===== src/rtl/wb_port_arbiter_pkg.sv =====
// Shared widths, reset polarity and write-source encoding for the regfile
// write-port arbiter and its busy scoreboard.
package wb_port_arbiter_pkg;

  localparam int REG_BUS      = 32;
  localparam int REG_ADDR_BUS = 5;
  localparam int REG_NUM      = 32;
  localparam int STARVE_LIMIT_DEFAULT = 4;

  // Reset is asserted when rst is low.
  localparam logic RST_ENABLE = 1'b0;

  typedef enum logic {
    WB_SRC_PL = 1'b0,
    WB_SRC_AX = 1'b1
  } wb_src_e;

  // Width needed to hold 0..limit inclusive.
  function automatic int starve_cnt_w(input int limit);
    return (limit < 1) ? 1 : $clog2(limit + 1);
  endfunction

endpackage


===== src/rtl/wb_scoreboard.sv =====
// Busy bitmap of destinations with an outstanding aux result; register 0 is
// never marked. A new issue to the same register outranks a retiring one.
module wb_scoreboard
  import wb_port_arbiter_pkg::*;
#(
  parameter int ADDR_W = REG_ADDR_BUS,
  parameter int REG_N  = REG_NUM
) (
  input  logic              clk,
  input  logic              rst,
  input  logic              set,
  input  logic [ADDR_W-1:0] set_addr,
  input  logic              clr,
  input  logic [ADDR_W-1:0] clr_addr,
  input  logic [ADDR_W-1:0] chk_addr1,
  input  logic [ADDR_W-1:0] chk_addr2,
  output logic              busy1,
  output logic              busy2
);

  logic [REG_N-1:0] bits;
  logic [REG_N-1:0] bits_nxt;

  always_comb begin
    // NOTE: every always_comb output gets a default first so no path leaves it unassigned (no latch).
    bits_nxt = bits;
    if (clr && (int'(clr_addr) < REG_N)) begin
      bits_nxt[clr_addr] = 1'b0;
    end
    if (set && (set_addr != '0) && (int'(set_addr) < REG_N)) begin
      bits_nxt[set_addr] = 1'b1;
    end
  end

  always_ff @(posedge clk) begin
    // NOTE: the bitmap is state ID stalls on, so it must come out of reset clear; a plain data array would not need reset.
    if (rst == RST_ENABLE) begin
      bits <= '0;
    end else begin
      bits <= bits_nxt;
    end
  end

  assign busy1 = (int'(chk_addr1) < REG_N) ? bits[chk_addr1] : 1'b0;
  assign busy2 = (int'(chk_addr2) < REG_N) ? bits[chk_addr2] : 1'b0;

endmodule


===== src/rtl/wb_port_arbiter.sv =====
// Shares the single regfile write port between the WB stage and the aux
// long-latency result path, with starvation relief for aux.
module wb_port_arbiter
  import wb_port_arbiter_pkg::*;
#(
  parameter int DATA_W       = REG_BUS,
  parameter int ADDR_W       = REG_ADDR_BUS,
  parameter int REG_N        = REG_NUM,
  parameter int STARVE_LIMIT = STARVE_LIMIT_DEFAULT
) (
  input  logic              clk,
  input  logic              rst,
  input  logic              pl_we,
  input  logic [ADDR_W-1:0] pl_waddr,
  input  logic [DATA_W-1:0] pl_wdata,
  output logic              pl_ready,
  input  logic              ax_valid,
  input  logic [ADDR_W-1:0] ax_waddr,
  input  logic [DATA_W-1:0] ax_wdata,
  output logic              ax_ready,
  input  logic              sb_set,
  input  logic [ADDR_W-1:0] sb_set_addr,
  input  logic [ADDR_W-1:0] sb_chk_addr1,
  input  logic [ADDR_W-1:0] sb_chk_addr2,
  output logic              sb_busy1,
  output logic              sb_busy2,
  output logic              rf_we,
  output logic [ADDR_W-1:0] rf_waddr,
  output logic [DATA_W-1:0] rf_wdata
);

  localparam int CNT_W = starve_cnt_w(STARVE_LIMIT);
  localparam logic [CNT_W-1:0] LIMIT = CNT_W'(STARVE_LIMIT);

  logic [CNT_W-1:0] starve_cnt;
  logic             grant;
  wb_src_e          src;
  logic [ADDR_W-1:0] grant_addr;
  logic [DATA_W-1:0] grant_data;

  // Aux wins when it is alone or when it has lost STARVE_LIMIT times in a row.
  always_comb begin
    grant = 1'b0;
    src   = WB_SRC_PL;
    if (rst != RST_ENABLE) begin
      if (ax_valid && (!pl_we || (starve_cnt >= LIMIT))) begin
        grant = 1'b1;
        src   = WB_SRC_AX;
      end else if (pl_we) begin
        grant = 1'b1;
      end
    end
  end

  assign pl_ready   = grant && (src == WB_SRC_PL);
  assign ax_ready   = grant && (src == WB_SRC_AX);
  assign grant_addr = (src == WB_SRC_AX) ? ax_waddr : pl_waddr;
  assign grant_data = (src == WB_SRC_AX) ? ax_wdata : pl_wdata;

  always_ff @(posedge clk) begin
    // NOTE: sequential state uses non-blocking assignments so every flop samples pre-edge values.
    if (rst == RST_ENABLE) begin
      starve_cnt <= '0;
    end else if (ax_ready) begin
      starve_cnt <= '0;
    end else if (ax_valid && pl_ready && (starve_cnt < LIMIT)) begin
      starve_cnt <= starve_cnt + 1'b1;
    end
  end

  // Writes to register 0 are accepted upstream but never reach the regfile.
  always_ff @(posedge clk) begin
    if (rst == RST_ENABLE) begin
      rf_we    <= 1'b0;
      rf_waddr <= '0;
      rf_wdata <= '0;
    end else if (grant) begin
      rf_we    <= (grant_addr != '0);
      rf_waddr <= grant_addr;
      rf_wdata <= grant_data;
    end else begin
      rf_we    <= 1'b0;
    end
  end

  wb_scoreboard #(
    .ADDR_W (ADDR_W),
    .REG_N  (REG_N)
  ) u_scoreboard (
    .clk       (clk),
    .rst       (rst),
    .set       (sb_set),
    .set_addr  (sb_set_addr),
    .clr       (ax_ready),
    .clr_addr  (ax_waddr),
    .chk_addr1 (sb_chk_addr1),
    .chk_addr2 (sb_chk_addr2),
    .busy1     (sb_busy1),
    .busy2     (sb_busy2)
  );

endmodule


===== config.mk =====
export PLATFORM = sky130hd
export DESIGN_NAME = wb_port_arbiter
export DESIGN_NICKNAME = d
export VERILOG_FILES = /design/src/rtl/wb_port_arbiter_pkg.sv /design/src/rtl/wb_scoreboard.sv /design/src/rtl/wb_port_arbiter.sv
export SDC_FILE = /design/constraint.sdc
export NUM_CORES = 1
export LEC_CHECK = 0
export BUFFER_PORTS_ARGS = -buffer_cell sky130_fd_sc_hd__buf_2
export CORE_AREA = 2 2 118 92
export DETAILED_ROUTE_END_ITERATION = 8
export DIE_AREA = 0 0 120 94
export SYNTH_ARGS = -nofsm -noshare
export SYNTH_HDL_FRONTEND = slang
export SYNTH_SLANG_ARGS = --single-unit

===== constraint.sdc =====
create_clock -name clk -period 2.2 [get_ports clk]
set_input_delay 0.44 -clock clk [delete_from_list [all_inputs] [get_ports clk]]
set_output_delay 0.44 -clock clk [all_outputs]
set_load 0.02 [all_outputs]

### Word level (Yosys, flattened, before mapping)

Index checks and enable logic that the tools add are counted.

* divide/modulo/power cells: 0
* reduce and logical (&&, ||, !) cells: 14
* muxes and demuxes: 17
* $lt $le $gt $ge: 8
* multipliers: 0
* bitwise operators: 5
* add/subtract/negate cells: 1
* shifts and indexed selects: 0
* equal/unequal tests: 0

Operators with widths (number)
* $mux 32: 3
* $and 32x32->32: 1
* $not 32->32: 1
* $or 32x32->32: 1
* $lt 5x6->1 const B: 4
* $bmux 1 s5: 2
* $demux 1 s5: 2
* $ge 5x1->1 const B: 2
* $reduce_bool 5->1: 2
* $mux 1: 9
* $logic_and 1x1->1: 8
* $mux 5: 1
* $add 3x1->3 const B: 1
* $ge 3x3->1 const B: 1
* $lt 3x3->1 const B: 1
* $not 1->1: 2
* $reduce_and 2->1: 1
* $reduce_or 2->1: 1
* $logic_not 1->1: 1
* $logic_or 1x1->1: 1

* bits in read-only memories: 0
* logic and storage cells: 50
* RAM bits: 0
* flip-flop bits (word level): 73
* output and inout port bits: 42
* bits in latches: 0
* memories: 0
* bits of input ports: 94

### Longest topological paths before layout

Gate-level depths: netlist of the first run.

* depth after elaboration: 9
* depth in mapped cells: 7
* gate-level depth less buffers: 5

### Hierarchy

A second synthesis of the first run with hierarchy kept.

* cells, all modules: 477
* area total of the unflattened synthesis: 4046.4 um2

Modules (own cells, without submodules)
* wb_port_arbiter: area each 2042.0 um2, times used 1, cells each 235, seq. area each 820.8 um2
* wb_scoreboard: area each 2004.4 um2, times used 1, cells each 242, seq. area each 640.6 um2

### Least setup slack after synthesis of the first run

No wires, ideal clock.

* path type: in2out
* from: in sb_chk_addr1[1]
* to: out sb_busy1
* data arrival time: 1.540 ns
* path buffers: 2
* stages: 7
* path slack: 0.220 ns
* cells stage by stage: buf_2 buf_6 mux2i_1 a22oi_1 nand3_1 nand2_1 a311o_1

* word-level cells in the longest chain between the ends: 2

RTL lines
* start: declaration: line wb_port_arbiter.sv:23 `input logic [ADDR_W-1:0] sb_chk_addr1,`
* $bmux 1 s5: line wb_scoreboard.sv:44 `assign busy1 = (int'(chk_addr1) < REG_N) ? bits[chk_addr1] : 1'b0;`
* $mux 1 (not written as such): line wb_scoreboard.sv:44
* end: declaration: line wb_port_arbiter.sv:25 `output logic sb_busy1,`

No other way between the ends. The select of a mux whose other input is x is not followed.

### Final worst setup path of the first run

* from: in sb_chk_addr2[1]
* to: out sb_busy2

* word-level cells in the longest chain between the ends: 2

RTL lines
* start: declaration: line wb_port_arbiter.sv:24 `input logic [ADDR_W-1:0] sb_chk_addr2,`
* $bmux 1 s5: line wb_scoreboard.sv:45 `assign busy2 = (int'(chk_addr2) < REG_N) ? bits[chk_addr2] : 1'b0;`
* $mux 1 (not written as such): line wb_scoreboard.sv:45
* end: declaration: line wb_port_arbiter.sv:26 `output logic sb_busy2,`

No other way between the ends. The select of a mux whose other input is x is not followed.

==> flow_summary.ini, run 1 <==
[run_status]
outcome = finished, final reports clean

[global_routing]
grt_pass1_vias = 3715
grt_max_degree = 75
grt_util_all_layers_pct = 20.9
grt_antenna_before_repair = 0
overflow = 0
grt_pass1_wl_microns = 18500

[detailed_routing]
first_iter_violations = 198
viasPerCell = 5.28
num_vias = 3755
drc_errors = 0
drtAntennaViolNets = 0
drt_wl_total_microns = 11600
firstDrtPassIters = 5
routedWlPerCell_microns = 16.3

[synth]
yosysTopAreaCellShare_pct = 37.0
netlist_area_sq_um = 3950
synth_area_leaders = dfxtp_1, mux2i_1, o211a_1
synth_top_family_by_area = compound AO/OA/AOI/OAI gates
yosys_register_bits = 73
synth_cells = 443
yosys.area.top_type = dfxtp_1
yosysSeqAreaShare_pct = 37.0
ys_types = 36
syn-num-nets = 538
synth_warnings = 0
synth_compound_area_share_pct = 22.9
syn_area_per_cell_sq_um = 8.91
synth_xor_xnor_area_share_pct = 0.222
synthAdderAreaFrac_pct = 0.317
synth_simple_gate_area_share_pct = 16.5
muxShareOfSynthArea_pct = 17.5

[clocking]
cts_max_level = 3
cts_tree = done
clock_latency_ns = 0.33
numCtsBuffers = 9
clock_path_buffers = 2
cts_root_buffer = clkbuf_16
clkSlewWorstSetupHoldPaths_ns = 0.05
cts_sinks = 73

[setup_path]
critical-path-top-delay-family = buffers and inverters
max_stage_delay_ns = 0.27
critPathLaunch = sb_chk_addr2[1]
cp-end-kind = primary output
crit_type = primary input to primary output
crit_chain = clkbuf_4 -> buf_12 -> mux2i_2 -> a22oi_1 -> nand3_1 -> nand2_1 -> a311o_1 -> buf_2
cp_slowest_cell = a311o_1
crit_buf_inv = 3
arrival_ns = 1.70
rrSetupSlack_ns = 0.46
r2r-start = starve_cnt[2]$_SDFFE_PP0P_
cp.required_ns = 1.76
cp_max_fo = 11
start_kind = primary input

[sta]
finalClockSkew_ns = 0.00442
fin_crit_ns = 2.14
drv_slew = 0
tightest_slew_ns = 0.706
relSlewSlack_pct = 52.8
whs_ns = 0.439
finalSetupTns_ns = 0
setup_viol_count_final = 0
hold_viol = 0
rsz0062_at_grt = no
max_freq_mhz = 468
period_share_pct = 97.2

[finish]
nNetsFinal = 665
fillers = 975
drive_gt1_share_pct = 29.2
diodes = 0
fin_cells = 711
area_growth_pct = 27.6

[placement]
placed_cells = 691
routabilityCongestion = 0.897
numPortBuffers = 135
hpwlAfterDp_microns = 8710

[worst_hold_path]
hold_class = primary input to register
hold_start = pl_waddr[1]

[floorplanning]
die-area_sq_um = 11300
die_h_microns = 94
fp.coreArea_sq_um = 10000
io_pins = 136
fp.dieW_microns = 120
initial_utilization_pct = 39.3
num_rows = 32

[run]
maxCapViolations = 0

[power]
total_leakage_power_nw = 2.42
cellPowerDensity_nw_per_um2 = 670
ir_worst_vdd_v = 0.000359
-- cells in the mapped netlist (all sizes together) --
cell and number:
nand2b 6, nand2 82, clkbuf 13, nor3 4, dfxtp 73, a211oi 2, mux2i 69, nand3 12
a21boi 32, ha 1, nor2 18, nor2b 6, a311o 2, and2 4, xor2 1, a22oi 8
or3b 1, a21oi 8, inv 1, or4 1, or3 1, nand4b 2, o211a 36, or2 1
buf 19, o21ai 33, nand3b 5, nand4 2
-- flip-flops by register name (all words and copies together), names as in the netlist --
| signal | flops |
|---|---|
| rf_wdata | 32 |
| rf_waddr | 5 |
| u_scoreboard.bits | 32 |
| starve_cnt | 3 |
| rf_we | 1 |
-- kinds of logic after synthesis --
logic type	Yosys count
AO/OA/AOI/OAI	121
multiplexers	69
adder cells (fa/ha/maj)	1
flip-flops	73
buffers and inverters	33
XOR/XNOR	1
AND/OR/NAND/NOR	145
-- layout by cell type, fill, tap and decap left out, types with 5 or more instances in the layout --
master,synthesis,layout
nor2b_1,6,5
nand3b_1,5,5
nand2_1,82,82
mux2i_1,69,67
buf_2,8,133
a21oi_1,7,7
a21boi_0,29,29
nand2b_1,6,6
buf_4,0,9
nand3_1,12,12
o21ai_0,32,32
a22oi_1,8,8
o211a_1,36,36
clkbuf_16,0,10
dfxtp_1,73,73
nor2_1,18,18
-- area by class of cell --
class	instances	area, sq um	share of cell area [%]
multi-input combinational	337	2290	45.4
sequential	73	1460	29.0
timing repair buffer	148	833	16.5
clock buffer	12	256	5.09
tap	136	170	3.38
clock inverter	4	26.3	0.522
inverter	1	3.75	0.0745
-- worst min-delay path: cells and delay by family --
kind	cells	cell delay, ns
AO/OA/AOI/OAI	1	0.14
buffers and inverters	1	0.08
multiplexers	1	0.06
-- power breakdown --
part | total [mW] | leakage [nW] | internal [mW] | switching (mW)
registers | 1.43 | 0.600 | 1.39 | 0.0366
logic | 0.577 | 1.68 | 0.254 | 0.323
clock network | 1.37 | 0.139 | 0.825 | 0.547
total | 3.37 | 2.42 | 2.47 | 0.906
-- worst paths after layout --
check / cells after the start / to
hold / removal: 3 / rf_waddr[1]$_SDFFE_PN0P_
hold reg to reg: 1 / rf_wdata[13]$_SDFFE_PN0P_
setup / recovery: 8 / sb_busy2
setup reg to reg: 5 / u_scoreboard.bits[14]$_SDFF_PN0_
-- through the flow --
stage | power, mW | worst slack (ns) | utilization, % | area, sq um
after detailed placement | 2.02 | 0.0497 | 46.7 | 4690
after CTS | 3.39 | 0.0496 | 49.5 | 4970
after floorplan | 1.81 | 0.220 | - | 3950
after global routing | 3.53 | 0.00182 | 50.1 | 5040
final | 3.37 | 0.0612 | 50.1 | 5040
after global placement | 2.01 | 0.124 | 46.7 | 4690
-- layer usage --
metal / global-route usage [%] / up-vias / wire length [microns]
met2: 33.1 / 139 / 5080
met1: 27.0 / 1747 / 5370
met4: 7.06 / 0 / 234
met3: 6.31 / 24 / 866
li1: - / 1845 / -
met5: 0 / - / 0
-- what timing repair did --
item / in CTS / in global routing
buffers inserted: 0 / 3
endpoints found under the setup margin: 0 / 2
gates resized for setup: 0 / 5
hold buffers: 0 / 0
Power figures use the tool's default switching activity.
==> inputs of run 2 (changes only) <==
--- a/config.mk
+++ b/config.mk
@@ -6,9 +6,11 @@
 export NUM_CORES = 1
 export LEC_CHECK = 0
 export BUFFER_PORTS_ARGS = -buffer_cell sky130_fd_sc_hd__buf_2
-export CORE_AREA = 2 2 118 92
+export CORE_AREA = 2 2 105 82
+export CTS_CLUSTER_DIAMETER = 80
 export DETAILED_ROUTE_END_ITERATION = 8
-export DIE_AREA = 0 0 120 94
+export DIE_AREA = 0 0 107 84
+export PLACE_DENSITY = 0.79
 export SYNTH_ARGS = -nofsm -noshare
 export SYNTH_HDL_FRONTEND = slang
 export SYNTH_SLANG_ARGS = --single-unit
==> flow_summary.ini, run 2 (synthesized netlist as in run 1, its figures left out) <==
[clocking]
clock_latency_ns = 0.35
cts_sinks = 73
cts_root_buffer = clkbuf_8
ctsHoldBuffers = 0
postCtsSetupBuffers = 0
cts_max_level = 3
numCtsBuffers = 9
clock_path_buffers = 2
clkSlewWorstSetupHoldPaths_ns = 0.09
cts_tree = done

[setup_path]
cp_slowest_cell = a311o_1
max_stage_delay_ns = 0.29
r2r-start = starve_cnt[2]$_SDFFE_PP0P_
cp.depth = 8
crit_type = primary input to primary output
crit_chain = clkbuf_4 -> buf_12 -> mux2i_1 -> a21oi_1 -> nand3_1 -> nand2_1 -> a311o_1 -> buf_2
critical-path-top-delay-family = buffers and inverters
critPathLaunch = sb_chk_addr2[1]
r2r-end = rf_wdata[0]$_SDFFE_PN0P_
cp.required_ns = 1.76
start_kind = primary input
rrSetupSlack_ns = 0.63
cp_max_fo = 11
cp-end-kind = primary output
arrival_ns = 1.66
rr_worst_depth = 6
crit_buf_inv = 3
endpoint = sb_busy2

[finish]
diodes = 0
layout_commonest_cell = buf_2
multiInputGateArea_sq_um = 2280
reg_top3 = rf_wdata x32, u_scoreboard.bits x32, rf_waddr x5
drive_gt1_share_pct = 28.5
nNetsFinal = 659
fillers = 732
design_area_sq_um = 4860
area_growth_pct = 23.2
final_cell_mix = buf_2, nand2_1, dfxtp_1
seq_area_sq_um = 1460
fin_util_pct = 60.1

[sta]
max_freq_mhz = 475
relSlewSlack_pct = 51.7
drv_slew = 0
period_share_pct = 95.7
rsz0062_at_grt = no
finalSetupTns_ns = 0
tightest_slew_ns = 0.723
setup_viol_count_final = 0
hold_viol = 0
finalClockSkew_ns = 0.00988
fin_crit_ns = 2.10

[global_routing]
grt_pass1_wl_microns = 17500
overflow = 0
grt_antenna_before_repair = 0
grt_max_degree = 75
grt_util_all_layers_pct = 24.3
grt_pass1_vias = 3685

[floorplanning]
initial_utilization_pct = 48.8
die_h_microns = 84
fp.dieW_microns = 107
io_pins = 136
num_rows = 29
fp.coreArea_sq_um = 8090
die-area_sq_um = 8990

[detailed_routing]
drt_wl_total_microns = 10800
drc_errors = 0
drtAntennaViolNets = 0
firstDrtPassIters = 5
routedWlPerCell_microns = 16.0
viasPerCell = 5.57
num_vias = 3770
first_iter_violations = 239

[worst_hold_path]
hold_class = primary input to register

[placement]
numPortBuffers = 135
hpwlAfterDp_microns = 8180
postPlaceCellArea_sq_um = 4640
routabilityCongestion = 0.961

[power]
cellPowerDensity_nw_per_um2 = 634
finalPower_mw = 3.08
total_leakage_power_nw = 2.34
ir_worst_vdd_v = 0.000445

[run]
maxCapViolations = 0

[run_status]
outcome = finished, final reports clean
[run 2: timing repair]
item / in CTS / in global routing
endpoints found under the hold margin: 0 / 0
resized for setup: 0 / 4
endpoints found under the setup margin: 0 / 2
[run 2: tightest hold or removal path, cell delays in order]
cell	delay, ns
buf_2	0.09
mux2i_1	0.06
a21oi_1	0.12
[run 2: power breakdown]
part	switching, mW	internal, mW	total (mW)
registers	0.0367	1.39	1.42
logic	0.318	0.245	0.562
clock network	0.549	0.547	1.10
[run 2: per-stage QoR]
stage,instances,hold WS (ns),setup WS (ns)
detailed placement,661,0.455,0.0718
CTS,677,0.386,0.0642
finish,677,0.394,0.0954
floorplan,443,0.421,0.220
global placement,661,0.464,0.109
global route,677,0.409,0.00525
[run 2: per-layer routing]
layer  global-route usage, %  routed length (microns)
met1                    31.7                     4740
met2                    39.2                     4920
met3                    6.17                      965
met4                    7.91                      186
met5                       0                        0
[run 2: cell type report]
cell class              count  area share, %
well taps                 108           2.78
inverters                   1         0.0772
repair buffers            142           15.9
multi-input cells         337           46.9
clock buffers               9           2.55
flip-flops and latches     73           30.1
clock inverters             7           1.75
[run 2: how the worst min path moves through the flow]
stage / cells after the start / slack (ns) / to / from
floorplan: 2 / 0.42 / u_scoreboard.bits[0]$_SDFF_PN0_ / u_scoreboard.bits[0]$_SDFF_PN0_
global route: 3 / 0.41 / rf_waddr[1]$_SDFFE_PN0P_ / pl_waddr[1]
global placement: 2 / 0.46 / u_scoreboard.bits[0]$_SDFF_PN0_ / u_scoreboard.bits[0]$_SDFF_PN0_
finish: 3 / 0.39 / rf_waddr[1]$_SDFFE_PN0P_ / pl_waddr[1]
detailed placement: 2 / 0.46 / u_scoreboard.bits[0]$_SDFF_PN0_ / u_scoreboard.bits[0]$_SDFF_PN0_
CTS: 3 / 0.39 / rf_waddr[1]$_SDFFE_PN0P_ / pl_waddr[1]
==> inputs of run 3 (changes only) <==
--- a/config.mk
+++ b/config.mk
@@ -6,11 +6,13 @@
 export NUM_CORES = 1
 export LEC_CHECK = 0
 export BUFFER_PORTS_ARGS = -buffer_cell sky130_fd_sc_hd__buf_2
-export CORE_AREA = 2 2 105 82
+export CELL_PAD_IN_SITES_DETAIL_PLACEMENT = 1
+export CELL_PAD_IN_SITES_GLOBAL_PLACEMENT = 1
+export CORE_AREA = 2 2 123 95
 export CTS_CLUSTER_DIAMETER = 80
 export DETAILED_ROUTE_END_ITERATION = 8
-export DIE_AREA = 0 0 107 84
-export PLACE_DENSITY = 0.79
+export DIE_AREA = 0 0 125 97
+export PLACE_DENSITY_LB_ADDON = 0.1
 export SYNTH_ARGS = -nofsm -noshare
 export SYNTH_HDL_FRONTEND = slang
 export SYNTH_SLANG_ARGS = --single-unit
==> flow_summary.ini, run 3 (synthesized netlist as in run 1, its figures left out) <==
[finish]
diodes = 0
final_cell_mix = buf_2, nand2_1, dfxtp_1
fin_util_pct = 46.8
reg_top3 = rf_wdata x32, u_scoreboard.bits x32, rf_waddr x5
nNetsFinal = 665
layout_commonest_cell = buf_2
design_area_sq_um = 5060
area_growth_pct = 28.2
drive_gt1_share_pct = 29.4
fillers = 1340

[setup_path]
cp-end-kind = primary output
rr_worst_depth = 5
r2r-end = u_scoreboard.bits[23]$_SDFF_PN0_
rrSetupSlack_ns = 0.40
r2r-start = starve_cnt[2]$_SDFFE_PP0P_
start_kind = primary input
cp_max_fo = 8
arrival_ns = 1.68
cp.required_ns = 1.76
crit_type = primary input to primary output

[worst_hold_path]
worstHoldEndpoint = rf_waddr[1]$_SDFFE_PN0P_
hold_class = primary input to register
hold_start = pl_waddr[1]
worstHoldPathCells = 3

[clocking]
numCtsBuffers = 9
cts_sinks = 73
clkSlewWorstSetupHoldPaths_ns = 0.06
clock_latency_ns = 0.34
cts_root_buffer = clkbuf_16
clock_path_buffers = 2
cts_tree = done
cts_max_level = 3

[floorplanning]
die_h_microns = 97
num_rows = 33
die-area_sq_um = 12100
fp.dieW_microns = 125
initial_utilization_pct = 36.5
io_pins = 136
fp.coreArea_sq_um = 10800

[sta]
hold_viol = 0
finalSetupTns_ns = 0
relSlewSlack_pct = 52.1
fin_ws_ns = 0.0755
fin_crit_ns = 2.12
setup_viol_count_final = 0
period_share_pct = 96.6
max_freq_mhz = 471
drv_slew = 0
rsz0062_at_grt = no
tightest_slew_ns = 0.719
finalClockSkew_ns = 0.00914

[detailed_routing]
drt_wl_total_microns = 12900
wl_met1_microns = 6330
drtAntennaViolNets = 0
first_iter_violations = 212
met3_length_microns = 723
viasPerCell = 5.27
routedWlPerCell_microns = 18.0
top_layer_used = met4
wl_met2_microns = 5660
firstDrtPassIters = 4
num_vias = 3771
drc_errors = 0

[global_routing]
grt_max_degree = 75
grt_pass1_wl_microns = 20600
grt_pass1_vias = 3950
grt_antenna_before_repair = 0
grt_util_all_layers_pct = 21.1
overflow = 0

[placement]
postPlaceCellArea_sq_um = 4720
numPortBuffers = 135
hpwlAfterDp_microns = 9770
dp_worst_setup_slack_ns = -0.0487
routabilityCongestion = 0.941

[run_status]
outcome = finished, final reports clean

[power]
cellPowerDensity_nw_per_um2 = 690
ir_worst_vdd_v = 0.000370
total_leakage_power_nw = 2.43

[run]
maxCapViolations = 0
run 3: cell count changes in the layout (fill, tap and decap cells not counted), sizes merged:
cell      change
inv           -4
clkinv        +3
clkbuf        +1
buf           +8
clkinvlp      -2
run 3: layer usage:
| metal | vias to the layer above | track usage, % |
|---|---|---|
| li1 | 1845 | - |
| met1 | 1801 | 28.9 |
| met2 | 104 | 32.8 |
| met3 | 21 | 6.25 |
| met4 | 0 | 5.13 |
| met5 | - | 0 |
run 3: worst max path at each step:
stage | start | end | slack, ns | cells past startpoint
6_report | sb_chk_addr1[1] | sb_busy1 | 0.08 | 8
5_1_grt | sb_chk_addr1[1] | sb_busy1 | 0.002 | 8
2_1_floorplan | sb_chk_addr1[1] | sb_busy1 | 0.22 | 7
4_1_cts | sb_chk_addr2[1] | sb_busy2 | 0.006 | 8
3_5_place_dp | sb_chk_addr2[0] | sb_busy2 | -0.05 | 7
3_3_place_gp | sb_chk_addr2[0] | sb_busy2 | 0.03 | 7
run 3: final cells by class:
type	instances	area [sq um]	share of cell area (%)
Multi-Input combinational cell	337	2290	45.2
Sequential cell	73	1460	28.9
Timing Repair Buffer	148	832	16.4
Clock buffer	12	246	4.87
Tap cell	140	175	3.46
Clock inverter	4	52.6	1.04
Inverter	1	3.75	0.0742
run 3: stage by stage:
| stage | hold WS, ns | instances | total power, mW |
|---|---|---|---|
| after CTS | 0.409 | 714 | 3.52 |
| final | 0.422 | 715 | 3.49 |
| after global routing | 0.424 | 715 | 3.63 |
| after global placement | 0.452 | 698 | 2.02 |
| after detailed placement | 0.454 | 698 | 2.04 |
| after floorplan | 0.421 | 443 | 1.81 |
run 3: power by group:
part / switching [mW] / total (mW) / internal [mW]
Sequential: 0.0378 / 1.43 / 1.39
Clock: 0.560 / 1.47 / 0.912
Combinational: 0.336 / 0.591 / 0.255
Total: 0.934 / 3.49 / 2.56
run 3: worst max-delay path, stage by stage:
cell and delay (ns):
buf_4 0.16, buf_12 0.15, mux2i_2 0.21, a22oi_1 0.12, nand3_1 0.09, nand2_1 0.07, a311o_1 0.28, buf_2 0.16
run 3: timing repair:
item / 4_1_cts / 5_1_grt
hold buffers: 0 / 0
setup endpoints to repair: 2 / 2
resized for setup: 2 / 7
endpoints found under the hold margin: 0 / 0
buffers inserted: 0 / 1
